**config.mk**
```make
export PLATFORM = sky130hd
export DESIGN_NAME = alu_arbiter_flat
export DESIGN_NICKNAME = d
export VERILOG_FILES = /design/src/rtl/alu_pkg.sv /design/src/rtl/alu_arbiter_if.sv /design/src/rtl/alu_rr_pick.sv /design/src/rtl/alu_arbiter.sv /design/src/flat_wrapper.sv
export SDC_FILE = /design/constraint.sdc
export NUM_CORES = 1
export LEC_CHECK = 0
export ABC_AREA = 1
export CAP_MARGIN = 25
export CORE_MARGIN = 3
export CORE_UTILIZATION = 42
export CTS_CLUSTER_DIAMETER = 150
export DETAILED_ROUTE_END_ITERATION = 8
export GPL_TIMING_DRIVEN = 0
export PLACE_DENSITY_LB_ADDON = 0.12
export SYNTH_ARGS = -nofsm -noshare
export SYNTH_HDL_FRONTEND = slang
export SYNTH_HIERARCHICAL = 1
export SYNTH_SLANG_ARGS = --single-unit
```
**constraint.sdc**
```tcl
create_clock -name clk -period 2.4 [get_ports clk]
set_clock_uncertainty 0.05 [all_clocks]
set_input_delay 0.48 -clock clk [delete_from_list [all_inputs] [get_ports clk]]
set_output_delay 0.48 -clock clk [all_outputs]
set_load 0.02 [all_outputs]
```
**src/rtl/alu_pkg.sv**
```systemverilog
// Shared types for the tinyalu arbiter: ALU opcodes, result word and arbiter FSM states.
package alu_pkg;

  typedef enum logic [2:0] {
    OP_NOP, OP_ADD, OP_AND, OP_XOR, OP_MUL, OP_SUB, OP_NOT, OP_INC
  } operation_t;

  typedef logic [15:0] result_t;

  typedef enum logic [2:0] {
    IDLE, ISSUE, RESP, ABORT, GAP
  } arb_state_t;

endpackage

```
**src/rtl/alu_arbiter_if.sv**
```systemverilog
// Start/done bus between the arbiter (master) and the shared tinyalu (slave).
interface alu_arbiter_if;

  logic                alu_start;
  logic [7:0]          alu_A;
  logic [7:0]          alu_B;
  alu_pkg::operation_t alu_op;
  logic                alu_done;
  alu_pkg::result_t    alu_result;

  modport master (output alu_start, alu_A, alu_B, alu_op, input alu_done, alu_result);
  modport slave  (input alu_start, alu_A, alu_B, alu_op, output alu_done, alu_result);

endinterface

```
**src/rtl/alu_rr_pick.sv**
```systemverilog
// Round-robin pick: first set request at or after ptr (wrapping) as one-hot grant and index.
module alu_rr_pick #(
  parameter int N_REQ = 4,
  parameter int IDX_W = $clog2(N_REQ)
) (
  input  logic [N_REQ-1:0] req,
  input  logic [IDX_W-1:0] ptr,
  output logic [N_REQ-1:0] grant,
  output logic [IDX_W-1:0] idx,
  output logic             any
);

  logic [N_REQ-1:0] rot;
  logic [IDX_W:0]   sum;

  // Rotate so ptr sits at bit 0; the lowest set bit of rot is the winner.
  always_comb begin
    rot = N_REQ'({req, req} >> ptr);
    sum = '0;
    any = 1'b0;
    for (int k = N_REQ - 1; k >= 0; k--) begin
      if (rot[k]) begin
        any = 1'b1;
        sum = {1'b0, ptr} + (IDX_W+1)'(k);
      end
    end
    if (sum >= (IDX_W+1)'(N_REQ)) sum = sum - (IDX_W+1)'(N_REQ);
    idx   = sum[IDX_W-1:0];
    grant = any ? (N_REQ'(1) << idx) : '0;
  end

endmodule

```
**src/rtl/alu_arbiter.sv**
```systemverilog
// Shares one start/done tinyalu between N_REQ requesters, round-robin, one op at a time,
// routing each result (or a timeout error) back to the issuing requester.
module alu_arbiter
  import alu_pkg::*;
#(
  parameter int N_REQ   = 4,
  parameter int TIMEOUT = 16
) (
  input  logic               clk,
  input  logic               reset,
  input  logic [N_REQ-1:0]   req,
  input  logic [N_REQ*8-1:0] req_A,
  input  logic [N_REQ*8-1:0] req_B,
  input  logic [N_REQ*3-1:0] req_op,
  output logic [N_REQ-1:0]   req_ack,
  output logic [N_REQ-1:0]   rsp_valid,
  output result_t            rsp_result,
  output logic               rsp_error,
  alu_arbiter_if.master      alu
);

  localparam int IDX_W = $clog2(N_REQ);
  localparam int CNT_W = $clog2(TIMEOUT + 1);

  arb_state_t       state_q, state_d;
  logic [IDX_W-1:0] ptr_q, ptr_d;
  logic [N_REQ-1:0] gnt_q, gnt_d;
  logic [7:0]       a_q, a_d, b_q, b_d;
  operation_t       op_q, op_d;
  logic [CNT_W-1:0] cnt_q, cnt_d;
  result_t          res_q, res_d;

  logic [N_REQ-1:0] pick_gnt;
  logic [IDX_W-1:0] pick_idx;
  logic             pick_any;
  logic [7:0]       sel_a, sel_b;
  operation_t       sel_op;

  alu_rr_pick #(.N_REQ(N_REQ), .IDX_W(IDX_W)) u_pick (
    .req   (req),
    .ptr   (ptr_q),
    .grant (pick_gnt),
    .idx   (pick_idx),
    .any   (pick_any)
  );

  always_comb begin
    sel_a  = '0;
    sel_b  = '0;
    sel_op = OP_NOP;
    for (int i = 0; i < N_REQ; i++) begin
      if (pick_gnt[i]) begin
        sel_a  = req_A[8*i +: 8];
        sel_b  = req_B[8*i +: 8];
        sel_op = operation_t'(req_op[3*i +: 3]);
      end
    end
  end

  always_comb begin
    state_d = state_q;
    ptr_d   = ptr_q;
    gnt_d   = gnt_q;
    a_d     = a_q;
    b_d     = b_q;
    op_d    = op_q;
    cnt_d   = cnt_q;
    res_d   = res_q;
    case (state_q)
      IDLE: begin
        if (pick_any) begin
          gnt_d   = pick_gnt;
          a_d     = sel_a;
          b_d     = sel_b;
          op_d    = sel_op;
          cnt_d   = '0;
          ptr_d   = (pick_idx == IDX_W'(N_REQ - 1)) ? '0 : pick_idx + 1'b1;
          state_d = ISSUE;
        end
      end
      ISSUE: begin
        cnt_d = cnt_q + 1'b1;
        // done beats a timeout landing on the same cycle
        if (alu.alu_done) begin
          res_d   = alu.alu_result;
          state_d = RESP;
        end else if (cnt_q == CNT_W'(TIMEOUT - 1)) begin
          state_d = ABORT;
        end
      end
      RESP, ABORT: state_d = GAP;
      default:     state_d = IDLE;
    endcase
  end

  always_ff @(posedge clk) begin
    if (reset) begin
      state_q <= IDLE;
      ptr_q   <= '0;
      gnt_q   <= '0;
      a_q     <= '0;
      b_q     <= '0;
      op_q    <= OP_NOP;
      cnt_q   <= '0;
      res_q   <= '0;
    end else begin
      state_q <= state_d;
      ptr_q   <= ptr_d;
      gnt_q   <= gnt_d;
      a_q     <= a_d;
      b_q     <= b_d;
      op_q    <= op_d;
      cnt_q   <= cnt_d;
      res_q   <= res_d;
    end
  end

  // Outputs decode from registered state, so a reset edge clears them all at once.
  assign alu.alu_start = (state_q == ISSUE);
  assign alu.alu_A     = a_q;
  assign alu.alu_B     = b_q;
  assign alu.alu_op    = op_q;
  assign req_ack       = (state_q == ISSUE && cnt_q == '0) ? gnt_q : '0;
  assign rsp_valid     = (state_q == RESP || state_q == ABORT) ? gnt_q : '0;
  assign rsp_error     = (state_q == ABORT);
  assign rsp_result    = (state_q == RESP) ? res_q : '0;

endmodule
```
**src/flat_wrapper.sv**
```systemverilog
// flat-port wrapper written by rule: the top's interface ports become plain ports
module alu_arbiter_flat import alu_pkg::*;
#(
  parameter int N_REQ   = 4,
  parameter int TIMEOUT = 16
)
  (clk, reset, req, req_A, req_B, req_op, req_ack, rsp_valid, rsp_result, rsp_error, alu_alu_start, alu_alu_A, alu_alu_B, alu_alu_op, alu_alu_done, alu_alu_result);
  alu_arbiter_if alu_i ();
  input  logic clk;
  input  logic reset;
  input  logic [N_REQ-1:0] req;
  input  logic [N_REQ*8-1:0] req_A;
  input  logic [N_REQ*8-1:0] req_B;
  input  logic [N_REQ*3-1:0] req_op;
  output logic [N_REQ-1:0] req_ack;
  output logic [N_REQ-1:0] rsp_valid;
  output result_t rsp_result;
  output logic rsp_error;
  output wire logic [$bits(alu_i.alu_start)-1:0] alu_alu_start;
  output wire logic [$bits(alu_i.alu_A)-1:0] alu_alu_A;
  output wire logic [$bits(alu_i.alu_B)-1:0] alu_alu_B;
  output wire logic [$bits(alu_i.alu_op)-1:0] alu_alu_op;
  input wire logic [$bits(alu_i.alu_done)-1:0] alu_alu_done;
  input wire logic [$bits(alu_i.alu_result)-1:0] alu_alu_result;
  assign alu_alu_start = alu_i.alu_start;
  assign alu_alu_A = alu_i.alu_A;
  assign alu_alu_B = alu_i.alu_B;
  assign alu_alu_op = alu_i.alu_op;
  assign alu_i.alu_done = alu_alu_done;
  assign alu_i.alu_result = alu_alu_result;
  alu_arbiter #(.N_REQ(N_REQ), .TIMEOUT(TIMEOUT)) u_core (.clk(clk), .reset(reset), .req(req), .req_A(req_A), .req_B(req_B), .req_op(req_op), .req_ack(req_ack), .rsp_valid(rsp_valid), .rsp_result(rsp_result), .rsp_error(rsp_error), .alu(alu_i));
endmodule
```
==> results.md, run 1 <==
* Nets@finish at 738
* Clk buf depth at 2
* Mux cell area share after synthesis at 0%
* Post-synth cell types at 32
* Sequential area share after synthesis at 32.13%
* FMAX at 435.0 MHz
* DIE AREA at 0.008327 mm2
* Synth Cell Area at 0.003053 mm2
* DPL Wire Length at 7.491 mm
* Pwr Density at 944.6 mW/mm2
* EDFF count, synth at 0
* WP data required at 1.87 ns
* Synth Area in Simple Gates at 39.02%
* Max Cap Violations at 0
* Core ar. at 0.006907 mm2
* CP startpoint kind: register
* Slew Viols, Final at 0
* Final critical-path required period at 2.299 ns
* Initial DRC Count at 179
* GPL Wtd Cong at 0.8866
* Clock-pin slew on the worst setup and hold paths at 0.10 ns
* Routed vias at 3590
* Drt drc at 0
* Fill cells at 638
* Least-Margin Pin Slew at 0.5383 ns
* Syn Area/Cell at 6.308 um2
* Peak VDD IR at 0.0004547 V
* Synth Warn # at 6
* Non-filler cells, final at 732
* Area Growth Syn to Fin at 54.55%
* DIE HEIGHT at 91.26 um
* Crit Path Class: reg2out
* Synth Area in Adders at 1.639%
* Yosys top cell area share at 32.13%
* Largest family of logic cells by synthesized area: simple AND/OR/NAND/NOR gates
* Gr ovfl total at 0
* Place WS at -0.3814 ns
* Ranking of synthesized cells by area: dfxtp_1 32%, nand2_1 15%, nor2_1 9.5%
* Async SR Flop Fraction at 0%
* CTS tree: built
* CTS Buf Count at 5
* CP endpoint kind: primary output
* Final setup vio count at 0
* Die width at 91.26 um
* Critical path fanouts, max at 7
* Total GRT Usage at 22.89%
* Layout cell share with drive strength beyond 1 at 13.05%
* Drt total wl at 9.658 mm
* Average routed wire per standard cell at 13.19 um
* Hold Crit Class: reg2reg
* H-tree levels at 2
* Clock latency on the worst-skew pair at 0.30 ns
* Slew margin rel. at 64.11%
* LEAKAGE at 2.054 nW
* CTS Root Cell: clkbuf_8
* Post-synthesis compound-gate area fraction at 15.45%
* Antenna viol nets, final at 0
* Post-synthesis register bit count at 49
* Cells after synthesis at 484
* Clk sinks at 49
* Fin util at 68.32%
* Final hold viol count at 0
* Largest net degree at the start of global routing at 18
* Ys flop type: dfxtp_1
* Yosys top cell by area: dfxtp_1
* First-pass DRT Iterations at 4
* Initial Util at 44.20%
* Number of global-route vias before repair at 3399
* Final antenna diode count at 0
* Status: finished clean
* Xor and xnor area share after synthesis at 0.5738%
* Syn nets at 587
* Num rows at 30
* Period Utilization, post-route at 95.79%
* First-pass GRT wire length at 15.64 mm
* Port bufs at 142
* Initial antenna violation count at 0
* Via/cell ratio at 4.904
* # IOs at 144
* Critical path arrival at 1.77 ns
* RSZ-0062 raised after global routing: false
* Placed cell count at 722
* Worst Setup Slack, final at 0.1011 ns
## power breakdown
group          total, mW  internal (mW)  switching, mW
logic               2.89           1.14           1.75
registers           1.05          0.972         0.0762
clock network      0.515          0.213          0.302
total               4.46           2.32           2.13
## logic make-up after synthesis
kind of cell | Yosys count
XOR/XNOR | 2
flip-flops | 49
AO/OA/AOI/OAI | 91
AND/OR/NAND/NOR | 267
buffers and inverters | 71
adder cells (fa/ha/maj) | 4
## area by class of cell
class | instances | area [um2] | share of cell area, %
Tap cell | 96 | 120.1 | 2.546
Multi-Input combinational cell | 364 | 1735 | 36.78
Inverter | 45 | 181.4 | 3.845
Buffer | 26 | 191.4 | 4.057
Clock buffer | 5 | 68.82 | 1.458
Sequential cell | 49 | 980.9 | 20.79
Timing Repair Buffer | 144 | 1415 | 29.99
Clock inverter | 3 | 25.02 | 0.5304
## cell usage after synthesis, drive strengths merged, types with 2 or more instances
cell type	count
nand3	33
a211oi	2
nor2	81
nand2	141
or2	7
clkbuf	6
inv	45
ha	4
o21ai	31
dfxtp	49
a21oi	57
buf	20
nand4	3
## layout by cell type, fill, tap and decap left out, types with 2 or more instances in the layout
cell type | netlist | layout
buf_2 | 12 | 8
buf_6 | 7 | 8
inv_2 | 7 | 8
or2_2 | 7 | 7
nand2_4 | 5 | 5
ha_1 | 4 | 4
clkbuf_4 | 0 | 5
nand3_1 | 28 | 28
nand4_1 | 2 | 2
nor2_4 | 3 | 3
dlymetal6s2s_1 | 0 | 3
inv_1 | 36 | 34
clkdlybuf4s50_1 | 0 | 125
buf_4 | 0 | 3
clkbuf_8 | 0 | 5
a21oi_1 | 57 | 57
inv_6 | 1 | 4
nand2_1 | 126 | 125
o21ai_1 | 23 | 23
clkbuf_2 | 0 | 4
o21ai_0 | 7 | 7
nand2_2 | 10 | 11
nand3_2 | 5 | 5
dfxtp_1 | 49 | 49
dlygate4sd2_1 | 0 | 11
clkbuf_1 | 6 | 2
nor2_1 | 77 | 76
nor2_2 | 1 | 2
## critical path: stages, from the launching register on
cell             delay (ns)
dfxtp_1                0.38
nor2_4                 0.19
nand2_2                0.14
nor2_1                 0.13
clkdlybuf4s50_1        0.62
## through the flow
step                      setup TNS (ns)  hold slack, ns  cell area [um2]  power (mW)
after floorplan                        0          0.3802             3053       2.997
after global placement            -5.785          0.3873             4594       3.782
after detailed placement          -6.480          0.3961             4594       3.828
after CTS                              0          0.4012             4695       4.361
after global routing                   0          0.4132             4718       4.846
final                                  0          0.4092             4718       4.457
## metal layers
layer  vias up  global-route usage [%]  share of wire (%)
met5         -                       0                  0
met4         0                   5.905                1.2
met3        11                   6.297                8.0
met2       144                   38.75                 49
met1      1605                   28.64                 42
li1       1830                       -                  -
## flip-flops by register name, indices dropped and copies added, names as in the netlist
signal and cells:
u_core/gnt_q 4, u_core/alu.alu_A 8, u_core/alu.alu_B 8, u_core/res_q 16
u_core/alu.alu_op 3, u_core/ptr_q 2, u_core/cnt_q 5, u_core/state_q 3
## path summary, 6_finish.rpt
check / from / to / slack [ns] / depth (start not counted)
setup / recovery: u_core/state_q[0] / rsp_result[3] / 0.10 / 4
hold / removal: u_core/res_q[15] / u_core/res_q[15] / 0.41 / 2
setup reg to reg: u_core/ptr_q[0] / u_core/alu.alu_B[3] / 0.30 / 18
hold reg to reg: u_core/res_q[15] / u_core/res_q[15] / 0.41 / 2
## repair_timing
item	4_1_cts	5_1_grt
cloned	0	0
gates resized for setup	20	29
hold buffers	0	0
setup buffers	2	0
pin swaps	1	1
setup endpoints to repair	23	23
Power figures use the tool's default switching activity.
==> inputs of run 2 (changes only) <==
==> constraint.sdc (replaced) <==
create_clock -name clk -period 2.64 [get_ports clk]
set_clock_uncertainty 0.05 [all_clocks]
set_input_delay 0.528 -clock clk [delete_from_list [all_inputs] [get_ports clk]]
set_output_delay 0.528 -clock clk [all_outputs]
set_load 0.02 [all_outputs]
==> results.md, run 2 (synthesized netlist as in run 1, its figures left out) <==
* First-pass DRT Iterations at 5 (+1)
* Grt met1 use at 28.48% (-0.15 points)
* Power share of the sequential group at 23.8% (+0.3 points)
* Switch share at 48.30% (+0.43 points)
* Final setup vio count at 0 (unchanged)
* Hold Crit Class: reg2reg
* Final antenna diode count at 0 (unchanged)
* Area Growth Syn to Fin at 54.22%
* Buf+Inv Stages, Crit Path at 2 (+1)
* Slew margin rel. at 64.54% (+0.43 points)
* DIE AREA at 0.008327 mm2 (unchanged)
* CTS Root Cell: clkbuf_8
* Most common cell after layout, fill and taps aside: clkdlybuf4s50_1
* Pwr Density at 848.3 mW/mm2 (-10%)
* Gr ovfl total at 0 (unchanged)
* Num rows at 30 (unchanged)
* GPL Wtd Cong at 0.8866 (unchanged)
* Flop2flop setup slack at 0.35 ns (+0.05 ns)
* Drt total wl at 9.653 mm (about the same)
* Final critical-path required period at 2.516 ns
* Final hold slack at 0.4088 ns (-0.0003430 ns)
* Int Pwr at 2.065 mW (-11%)
* # IOs at 144 (unchanged)
* Reg-to-reg critical path endpoint: u_core/alu.alu_B[5]
* Core ar. at 0.006907 mm2 (unchanged)
* First-pass GRT wire length at 15.59 mm (-0.31%)
* Crit-path slowest cell: clkdlybuf4s50_1
* CTS Buf Count at 5 (unchanged)
* Hold-critical path depth at 2 (unchanged)
* CP endpoint kind: primary output
* Critical path arrival at 1.94 ns (+0.17 ns)
* Period Utilization, post-route at 95.32%
* Largest net degree at the start of global routing at 18 (unchanged)
* Die width at 91.26 um (unchanged)
* Number of cells on the worst reg-to-reg path at 16 (-2)
* # hold bufs at CTS at 0 (unchanged)
* Clk sinks at 49 (unchanged)
* Least-Margin Pin Slew at 0.5319 ns (-0.006422 ns)
* Clock-pin slew on the worst setup and hold paths at 0.10 ns (about the same)
* Grt peak-use layer: met2
* Stages on the worst setup path at 5 (+1)
* Initial antenna violation count at 0 (unchanged)
* Max FFs per register at 16 (unchanged)
* Average routed wire per standard cell at 13.21 um (about the same)
* Switching Power at 1.929 mW (-9.6%)
* Drt drc at 0 (unchanged)
* WP data required at 2.06 ns (+0.19 ns)
* CP top delay family: buffers and inverters
* Clk buf depth at 2 (unchanged)
* Initial Util at 44.20% (unchanged)
* DIE HEIGHT at 91.26 um (unchanged)
* Grt met2 use at 38.69% (-0.061 points)
* Final hold viol count at 0 (unchanged)
* Hold_sp: u_core/res_q[15]
* Via/cell ratio at 4.914 (+0.19%)
* Largest reg by FF count: u_core/res_q
* Placed cell count at 722 (unchanged)
* Total power at 3.994 mW (-10%)
* Peak VDD IR at 0.0004473 V (-1.6%)
* Initial DRC Count at 177 (-1.1%)
* Port bufs at 142 (unchanged)
* CP cell instances: nor2_4 > nand2_2 > buf_2 > nor2_1 > clkdlybuf4s50_1
* Slew Viols, Final at 0 (unchanged)
* CP startpoint kind: register
* Max Cap Violations at 0 (unchanged)
* Nets@finish at 737 (-0.14%)
* WHS Endpoint: u_core/res_q[15]
* LEAKAGE at 2.023 nW (-1.5%)
* Antenna viol nets, final at 0 (unchanged)
* Layout cell share with drive strength beyond 1 at 11.81% (-1.2 points)
* Crit Path Class: reg2out
* Status: finished clean
* Non-filler cells, final at 731 (-0.14%)
* Clock power share at 11.7% (about the same)
* CP peak stage delay at 0.61 ns (about the same)
* Reg2reg start: u_core/ptr_q[0]
* GR Layer Usage met3 at 6.379% (+0.083 points)
* DPL Wire Length at 7.491 mm (unchanged)
* Logic pwr share at 64.5% (-0.4 points)
* Clock latency on the worst-skew pair at 0.30 ns (about the same)
* Fill cells at 631 (-1.1%)
* CTS tree: built
* Number of global-route vias before repair at 3389 (-0.29%)
* Most frequent cells in the layout: 136 x clkdlybuf4s50_1, 125 x nand2_1, 77 x nor2_1, 57 x a21oi_1, 49 x dfxtp_1
* Routed vias at 3592 (+0.056%)
* Total GRT Usage at 22.84% (-0.052 points)
* H-tree levels at 2 (unchanged)
* FMAX at 397.4 MHz
* Critical path fanouts, max at 10 (+3)
==> run 2: per-layer routing <==
layer / share of wire, % / up-vias / routed length (um)
met1: 43 / 1619 / 4116
met3: 7.2 / 9 / 696
li1: - / 1830 / -
met5: 0 / - / 0
met4: 1.1 / 0 / 104
met2: 49 / 134 / 4736
==> run 2: worst max path at each step <==
stage | from | endpoint | slack, ns
after detailed placement | req[1] | u_core/alu.alu_op[0] | -0.19
after CTS | u_core/state_q[0] | req_ack[1] | 0.002
after global routing | u_core/state_q[1] | req_ack[3] | -0.003
after floorplan | req[3] | u_core/alu.alu_A[4] | 0.70
after global placement | req[1] | u_core/alu.alu_op[0] | -0.17
final | u_core/state_q[0] | rsp_result[7] | 0.12
==> run 2: layout make-up <==
class / count / area, um2 / area share [%]
clock buffer: 5 / 68.82 / 1.462
clock inverter: 3 / 25.02 / 0.5315
timing repair buffer: 143 / 1433 / 30.43
multi-input combinational: 364 / 1733 / 36.81
buffer: 26 / 171.4 / 3.641
tap: 96 / 120.1 / 2.551
inverter: 45 / 176.4 / 3.747
sequential: 49 / 980.9 / 20.83
==> run 2: power groups by stage <==
stage	Clock, mW	Sequential (mW)	Combinational (mW)
after global routing	0.513	0.971	2.85
after global placement	0	0.965	2.47
after detailed placement	0	0.970	2.51
after floorplan	0	1.04	1.68
after CTS	0.478	0.953	2.52
final	0.466	0.952	2.58
==> run 2: worst min-delay path, delay by kind of cell, from the launching register on <==
| kind | cells | cell delay (ns) |
|---|---|---|
| buffers and inverters | 1 | 0.06 |
| AO/OA/AOI/OAI | 1 | 0.05 |
| flip-flops | 1 | 0.31 |
==> run 2: stage by stage <==
stage               util, %  setup WS, ns  cell area (um2)   TNS (ns)
finish                68.17        0.1236             4708          0
global route          68.17     -0.002951             4708  -0.002951
CTS                   67.83      0.002373             4684          0
detailed placement    66.52       -0.1894             4594     -2.479
global placement      66.52       -0.1709             4594     -1.863
floorplan                 -        0.7029             3053          0
==> run 2: timing repair <==
| item | 4_1_cts | 5_1_grt |
|---|---|---|
| pin swaps | 1 | 1 |
| resized for setup | 3 | 12 |
| setup endpoints to repair | 1 | 25 |
| buffers inserted | 0 | 1 |
==> inputs of run 3 (changes only) <==
--- a/config.mk
+++ b/config.mk
@@ -9,7 +9,7 @@
 export CAP_MARGIN = 25
 export CORE_MARGIN = 3
 export CORE_UTILIZATION = 42
-export CTS_CLUSTER_DIAMETER = 150
+export CTS_CLUSTER_DIAMETER = 80
 export DETAILED_ROUTE_END_ITERATION = 8
 export GPL_TIMING_DRIVEN = 0
 export PLACE_DENSITY_LB_ADDON = 0.12
==> results of run 3 <==
Final layout, timing and power as in run 2 (identical DEF).
